## src/rtl/register_file_mp.sv

```systemverilog
// register_file_mp: parametrised multi-read, dual-write register file with a
// sequenced bulk-clear engine. Reads are combinational; port 1 wins over
// port 0 when both write the same address. Register 0 can be hardwired to
// zero through ZERO_REG. Write ports are blocked while the clear engine sweeps.
// Optional build macro: REGFILE_BYPASS_EN (forward same-cycle write data to
// matching read ports).
module register_file_mp #(
  parameter int DATA_WIDTH = 32,
  parameter int ADDR_WIDTH = 5,
  parameter int NUM_READ   = 2,
  parameter int ZERO_REG   = 1
) (
  input  logic                           clk,
  input  logic                           rst,
  input  logic [NUM_READ*ADDR_WIDTH-1:0] readReg,
  output logic [NUM_READ*DATA_WIDTH-1:0] readData,
  input  logic [ADDR_WIDTH-1:0]          writeReg_0,
  input  logic [DATA_WIDTH-1:0]          writeData_0,
  input  logic                           control_RegWrite_0,
  input  logic [ADDR_WIDTH-1:0]          writeReg_1,
  input  logic [DATA_WIDTH-1:0]          writeData_1,
  input  logic                           control_RegWrite_1,
  input  logic                           clr_start,
  output logic                           clr_busy,
  output logic                           clr_done
);

  localparam int DEPTH = 2 ** ADDR_WIDTH;

  typedef enum logic {
    IDLE  = 1'b0,
    CLEAR = 1'b1
  } state_t;

  state_t                  state_reg, state_next;
  logic [ADDR_WIDTH-1:0]   cnt_reg, cnt_next;
  logic [DATA_WIDTH-1:0]   mem_reg [DEPTH];

  logic is_idle;
  logic we0;
  logic we1;

  assign is_idle = (state_reg == IDLE);

  // A write is effective only in IDLE and never to a hardwired-zero register 0.
  assign we0 = control_RegWrite_0 && is_idle && ((ZERO_REG == 0) || (writeReg_0 != '0));
  assign we1 = control_RegWrite_1 && is_idle && ((ZERO_REG == 0) || (writeReg_1 != '0));

`ifdef REGFILE_BYPASS_EN
  logic fwd0;
  logic fwd1;
  // Forwarding reuses the effective enables, so it is already off during a clear.
  assign fwd0 = we0 && rst;
  assign fwd1 = we1 && rst;
`endif

  // Clear-engine state and sweep counter; reset aborts any sweep in progress.
  always_ff @(posedge clk) begin
    if (!rst) begin
      state_reg <= IDLE;
      cnt_reg   <= '0;
    end else begin
      state_reg <= state_next;
      cnt_reg   <= cnt_next;
    end
  end

  // Next-state logic: IDLE waits for clr_start, CLEAR sweeps DEPTH addresses once.
  always_comb begin
    state_next = state_reg;
    cnt_next   = cnt_reg;
    clr_busy   = 1'b0;
    clr_done   = 1'b0;
    case (state_reg)
      IDLE: begin
        cnt_next = '0;
        if (clr_start) begin
          state_next = CLEAR;
        end
      end
      CLEAR: begin
        clr_busy = 1'b1;
        cnt_next = cnt_reg + 1'b1;
        if (cnt_reg == {ADDR_WIDTH{1'b1}}) begin
          clr_done   = 1'b1;
          state_next = IDLE;
        end
      end
    endcase
  end

  // Storage update: reset zeroes all, a sweep zeroes one entry, else the write
  // ports commit with port 1 last so it wins on an address collision.
  always_ff @(posedge clk) begin
    if (!rst) begin
      for (int i = 0; i < DEPTH; i++) begin
        mem_reg[i] <= '0;
      end
    end else if (state_reg == CLEAR) begin
      mem_reg[cnt_reg] <= '0;
    end else begin
      if (we0) begin
        mem_reg[writeReg_0] <= writeData_0;
      end
      if (we1) begin
        mem_reg[writeReg_1] <= writeData_1;
      end
    end
  end

  for (genvar gi = 0; gi < NUM_READ; gi++) begin : g_read
    logic [ADDR_WIDTH-1:0] raddr;
    logic [DATA_WIDTH-1:0] rdata;

    assign raddr = readReg[gi*ADDR_WIDTH +: ADDR_WIDTH];

    // Combinational read with hardwired zero and optional write forwarding.
    always_comb begin
      rdata = mem_reg[raddr];
      if ((ZERO_REG != 0) && (raddr == '0)) begin
        rdata = '0;
      end
`ifdef REGFILE_BYPASS_EN
      else if (fwd1 && (raddr == writeReg_1)) begin
        rdata = writeData_1;
      end else if (fwd0 && (raddr == writeReg_0)) begin
        rdata = writeData_0;
      end
`endif
    end

    assign readData[gi*DATA_WIDTH +: DATA_WIDTH] = rdata;
  end

endmodule

```

## config.mk

```make
export PLATFORM = sky130hd
export DESIGN_NAME = register_file_mp
export DESIGN_NICKNAME = d
export VERILOG_FILES = /design/src/rtl/register_file_mp.sv
export SDC_FILE = /design/constraint.sdc
export NUM_CORES = 2
export LEC_CHECK = 0
export CELL_PAD_IN_SITES_DETAIL_PLACEMENT = 1
export CELL_PAD_IN_SITES_GLOBAL_PLACEMENT = 2
export CORE_ASPECT_RATIO = 1.75
export CORE_UTILIZATION = 46
export CTS_CLUSTER_SIZE = 25
export DETAILED_ROUTE_END_ITERATION = 12
export DONT_BUFFER_PORTS = 1
export GPL_TIMING_DRIVEN = 1
export PLACE_DENSITY_LB_ADDON = 0.1
export SETUP_SLACK_MARGIN = 0.4
export SLEW_MARGIN = 20
export SYNTH_ARGS = -nofsm -noshare
export SYNTH_HDL_FRONTEND = slang
export SYNTH_SLANG_ARGS = --single-unit
```

## constraint.sdc

```tcl
create_clock -name clk -period 6.4 [get_ports clk]
set_input_delay 1.28 -clock clk [delete_from_list [all_inputs] [get_ports clk]]
set_output_delay 1.28 -clock clk [all_outputs]
set_load 0.005 [all_outputs]
```

# Word-level counts from Yosys, hierarchy flattened
# Memories as Yosys holds them, arrays and structs flattened.
# Cells that the tools add are included.
[totals]
register_bits = 6
latch_bits = 0
ramBits = 1024
romBits = 0
out_inout_bits = 66
word_cells = 46
mem_count = 1
[memory_table]
columns = ["name", "depth", "word_bits", "read_ports", "rd_ports_with_merged_regs", "wr", "line", "rtl"]
rows = [
  ["mem_reg", 32, 32, 2, 0, 32, "37", "logic [DATA_WIDTH-1:0] mem_reg [DEPTH];"],
]
[op_classes]
add_sub_neg = 1
multipliers = 0
div = 0
order_cmp = 0
n_eq_ne = 1
shift = 0
mux = 29
bitwise = 1
n_reduce_logical = 11
[op_table]
columns = ["operator", "count"]
rows = [
  ["$mux W32", 5],
  ["$reduce_or A32 Y1", 3],
  ["$mux W1", 19],
  ["$mux W5", 3],
  ["$logic_not A5 Y1", 2],
  ["$pmux W5 S2", 1],
  ["$reduce_bool A5 Y1", 2],
  ["$add A5 B1 Y5 const B", 1],
  ["$eq A5 B5 Y1 const B", 1],
  ["$logic_and A1 B1 Y1", 4],
  ["$pmux W1 S2", 1],
  ["$not A1 Y1", 1],
]

# Longest topological paths before layout
[logic_depth]
depth_word = 9
mapped_depth = 9
mapped_depth_nobuf = 5

# Least setup slack after synthesis
# No wires, ideal clock.
[synth_timing]
kind = "input to register"
startpoint = "in control_RegWrite_0"
endpoint = "mem mem_reg[0][0] (enable)"
t_arrival_ns = 4.631
t_required_ns = 5.934
slack_ns = 1.303
stages = 7
path_buffers = 3
cell_sequence = "and3b_1 -> buf_2 -> nand3_1 -> o31a_1 -> clkbuf_1 -> buf_1 -> o21ai_0"
[synth_lines]
columns = ["item", "line", "rtl"]
rows = [
  ["start, declared", "19", "input logic control_RegWrite_0,"],
  ["end, declared", "37", ""],
]

# Worst setup path after layout
[layout_timing]
startpoint = "in readReg[0]"
endpoint = "out readData[6]"
[layout_between]
elab_chain_len = 2
[layout_rtl]
columns = ["item", "line", "rtl"]
rows = [
  ["start, declared", "15", "input logic [NUM_READ*ADDR_WIDTH-1:0] readReg,"],
  ["$mem_v2 Z32 W32 or $logic_not A5 Y1 (tied branches)", "-", ""],
  ["$mux W32 *", "120", "if ((ZERO_REG != 0) && (raddr == '0)) begin"],
  ["end, declared", "16", "output logic [NUM_READ*DATA_WIDTH-1:0] readData,"],
]
# Mark *: on every way between the ends. The rest lies on a longest branch, timed or not.

==> flow_metrics.tcl <==
set metrics [dict create \
    clk_pin_slew_worst_paths_ns 0.06 \
    die_height_um 488 \
    portBuffers 0 \
    cts_tree "done" \
    relSlewSlack 0.177 \
    die_w_um 280 \
    cts_root_buf "clkbuf_16" \
    cp_slowest_cell "a31oi_1" \
    ios 155 \
    cpPeakStageDelay_ns 0.80 \
    skew_ns 0.0310 \
    gp_congestion 0.929 \
    synth-edff-count 1024 \
    async_flop_share 0 \
    cts_setup_buffers 0 \
    path_cells "nor2_4, buf_4, a22oi_1, a31oi_1" \
    cts.sinks 1030 \
    routed_wl_mm 306 \
    viasPerCell 7.72 \
    drt_iter0_markers 6758 \
    p_leak_uw 0.0210 \
    cts_buffers 106 \
    rsz0062_at_grt "no" \
    dpl.hpwl_mm 183 \
    path_max_fanout 133 \
    cp.arrival_ns 3.74 \
    insertion_delay_ns 0.78 \
    grt_pass1_wl_mm 415 \
    grt_antenna_before_repair 14 \
    largest_register_ffs 1024 \
    max_cap_violations 0 \
    fillers 13500 \
    wl_per_cell_um 46.7 \
    status "completed" \
    hold_class "register to register" \
    initial_core_util 0.463 \
    syn_area_um2 62100 \
    grt_start_max_net_pins 258 \
    setup_ws_ns 1.38 \
    areaGrowthSynthToFinish_pct 8.51 \
    dieArea_um2 137000 \
    final_cells 6550 \
    yosys_warnings 0 \
    regArea_um2 30900 \
    worstMarginPinSlew_ns 1.23 \
    synth_flop_cell "edfxtp_1" \
    ys_seq_elements 1030 \
    yosysUniqueCellTypes 61 \
    firstDrtPassIters 5 \
    worstSetupEndpointType "output pin" \
    drive_gt1_frac 0.229 \
    drc 0 \
    min_period_ns 5.02 \
    vias 50600 \
    max-vdd-ir-drop_mv 0.207 \
    num_rows 178 \
    setup_viol 0 \
    synth_seq_area_share 0.497 \
    core_area_um2 134000 \
    ant_nets 0 \
    cts.hold.buffers_added 0 \
    start_kind "input port" \
    fmax_mhz 199 \
    htree_levels 3 \
    critPathRequiredTime_ns 5.12 \
    place_ws_ns 1.37 \
    hold_violations 0 \
    cts-resized-gates 0 \
    grt_usage 0.448 \
    place_inst 6344 \
    final_nets 4746 \
    avgSynthCellArea_um2 12.4 \
    power_density_nw_per_um2 240 \
    clockBufferDepth 3 \
    grt_pass1_vias 51300 \
    tns_ns 0 \
    slew_viol_final 0 \
    min_period_over_period 0.784 \
    multiInputGateArea_um2 29500 \
    syn_inst 5019 \
    grt_overflow 0 \
    critical_path_class "input port to output pin" \
]
-- layout make-up --
type	instances	share of cell area
clock inverter	69	0.00999
clock buffer	124	0.0413
inverter	5	0.000279
timing repair buffer	143	0.0190
tap	1800	0.0334
antenna	10	0.000371
multi-input combinational	3369	0.438
sequential	1030	0.458
-- power breakdown --
group / total (uW) / internal, uW / switching, uW
Sequential: 7850 / 7700 / 158
Combinational: 1740 / 708 / 1030
Clock: 6590 / 3650 / 2940
-- cells in the final DEF, fill, tap and decap left out, types with 37 or more instances in the layout --
| master | n |
|---|---|
| a22oi_1 | 46 |
| a31oi_1 | 46 |
| mux4_2 | 512 |
| nand3_1 | 65 |
| buf_4 | 130 |
| clkbuf_16 | 109 |
| mux2i_1 | 84 |
| o31ai_2 | 58 |
| o31ai_1 | 627 |
| mux2_2 | 109 |
| a22o_1 | 87 |
| edfxtp_1 | 1024 |
| nor2_1 | 69 |
| nand2_1 | 1090 |
| o21ai_0 | 211 |
| a21oi_1 | 85 |
| o41ai_1 | 37 |
| nor2_4 | 39 |
-- layer usage --
metal | wire, um | track usage | vias up
met4 | 28200 | 0.352 | 12
met5 | 98 | 0 | -
met2 | 140000 | 0.692 | 3977
met3 | 38000 | 0.144 | 1270
met1 | 99800 | 0.512 | 26100
li1 | - | - | 19200
-- synthesized netlist by cell type (4+ instances only) --
cell type / instances / area [um^2]
a21oi_1: 85 / 425
a221oi_1: 20 / 175
a22o_1: 87 / 762
a22oi_1: 46 / 345
a31oi_1: 47 / 294
a32o_1: 32 / 320
and2_1: 5 / 31.3
and3_1: 4 / 25.0
buf_1: 55 / 206
buf_2: 179 / 896
buf_6: 10 / 113
clkbuf_1: 396 / 1490
clkbuf_2: 4 / 20.0
dfxtp_1: 6 / 120
edfxtp_1: 1024 / 30700
inv_1: 5 / 18.8
mux2_2: 109 / 1230
mux2i_1: 84 / 841
mux4_2: 512 / 11500
nand2_1: 1095 / 4110
nand2b_1: 8 / 50.1
nand3_1: 65 / 325
nand3b_1: 11 / 82.6
nor2_1: 104 / 390
nor2_2: 4 / 25.0
nor2b_1: 8 / 50.1
o21ai_0: 212 / 1060
o21ai_1: 8 / 40.0
o221ai_1: 23 / 201
o31ai_1: 627 / 4710
o31ai_2: 59 / 738
o41ai_1: 37 / 324
or2_2: 8 / 50.1
-- per-stage QoR --
stage | hold WS [ns] | power [uW] | util | instance area, um^2
after floorplan | 0.470 | 9190 | - | 62200
after global placement | 0.546 | 9610 | 0.475 | 63700
after detailed placement | 0.562 | 9660 | 0.476 | 63800
after CTS | 0.576 | 16100 | 0.502 | 67300
after global routing | 0.599 | 16400 | 0.502 | 67400
final | 0.569 | 16200 | 0.503 | 67400
-- cells by family (layout without fill, tap and decap cells) --
family	count (synthesis)	after routing	share of synthesized area
muxes	705	705	0.219
buffers and inverters	651	341	0.0444
and+or+nand+nor	1331	1331	0.0854
xor gates and xnor gates	2	2	0.000282
AOI/OAI and AO/OA	1297	1297	0.153
DFF	1030	1030	0.497
adders and majority gates	2	2	0.000403
other	1	42	0.0000604
-- worst paths after layout --
| kind | cells after the start | endpoint | slack (ns) | from |
|---|---|---|---|---|
| hold reg to reg | 1 | cnt_reg[0]$_SDFF_PN0_ | 0.57 | cnt_reg[0]$_SDFF_PN0_ |
| setup reg to reg | 6 | mem_reg[21][5]$_DFFE_PP_ | 1.85 | state_reg$_SDFF_PN0_ |
| hold / removal | 1 | cnt_reg[0]$_SDFF_PN0_ | 0.57 | cnt_reg[0]$_SDFF_PN0_ |
| setup / recovery | 4 | readData[6] | 1.38 | readReg[0] |
-- worst max-delay path, delay by kind of cell --
family                 cells  cell delay [ns]
AOI/OAI and AO/OA          2             0.94
and+or+nand+nor            1             0.69
buffers and inverters      1             0.40
(Power assumes the default switching activity.)
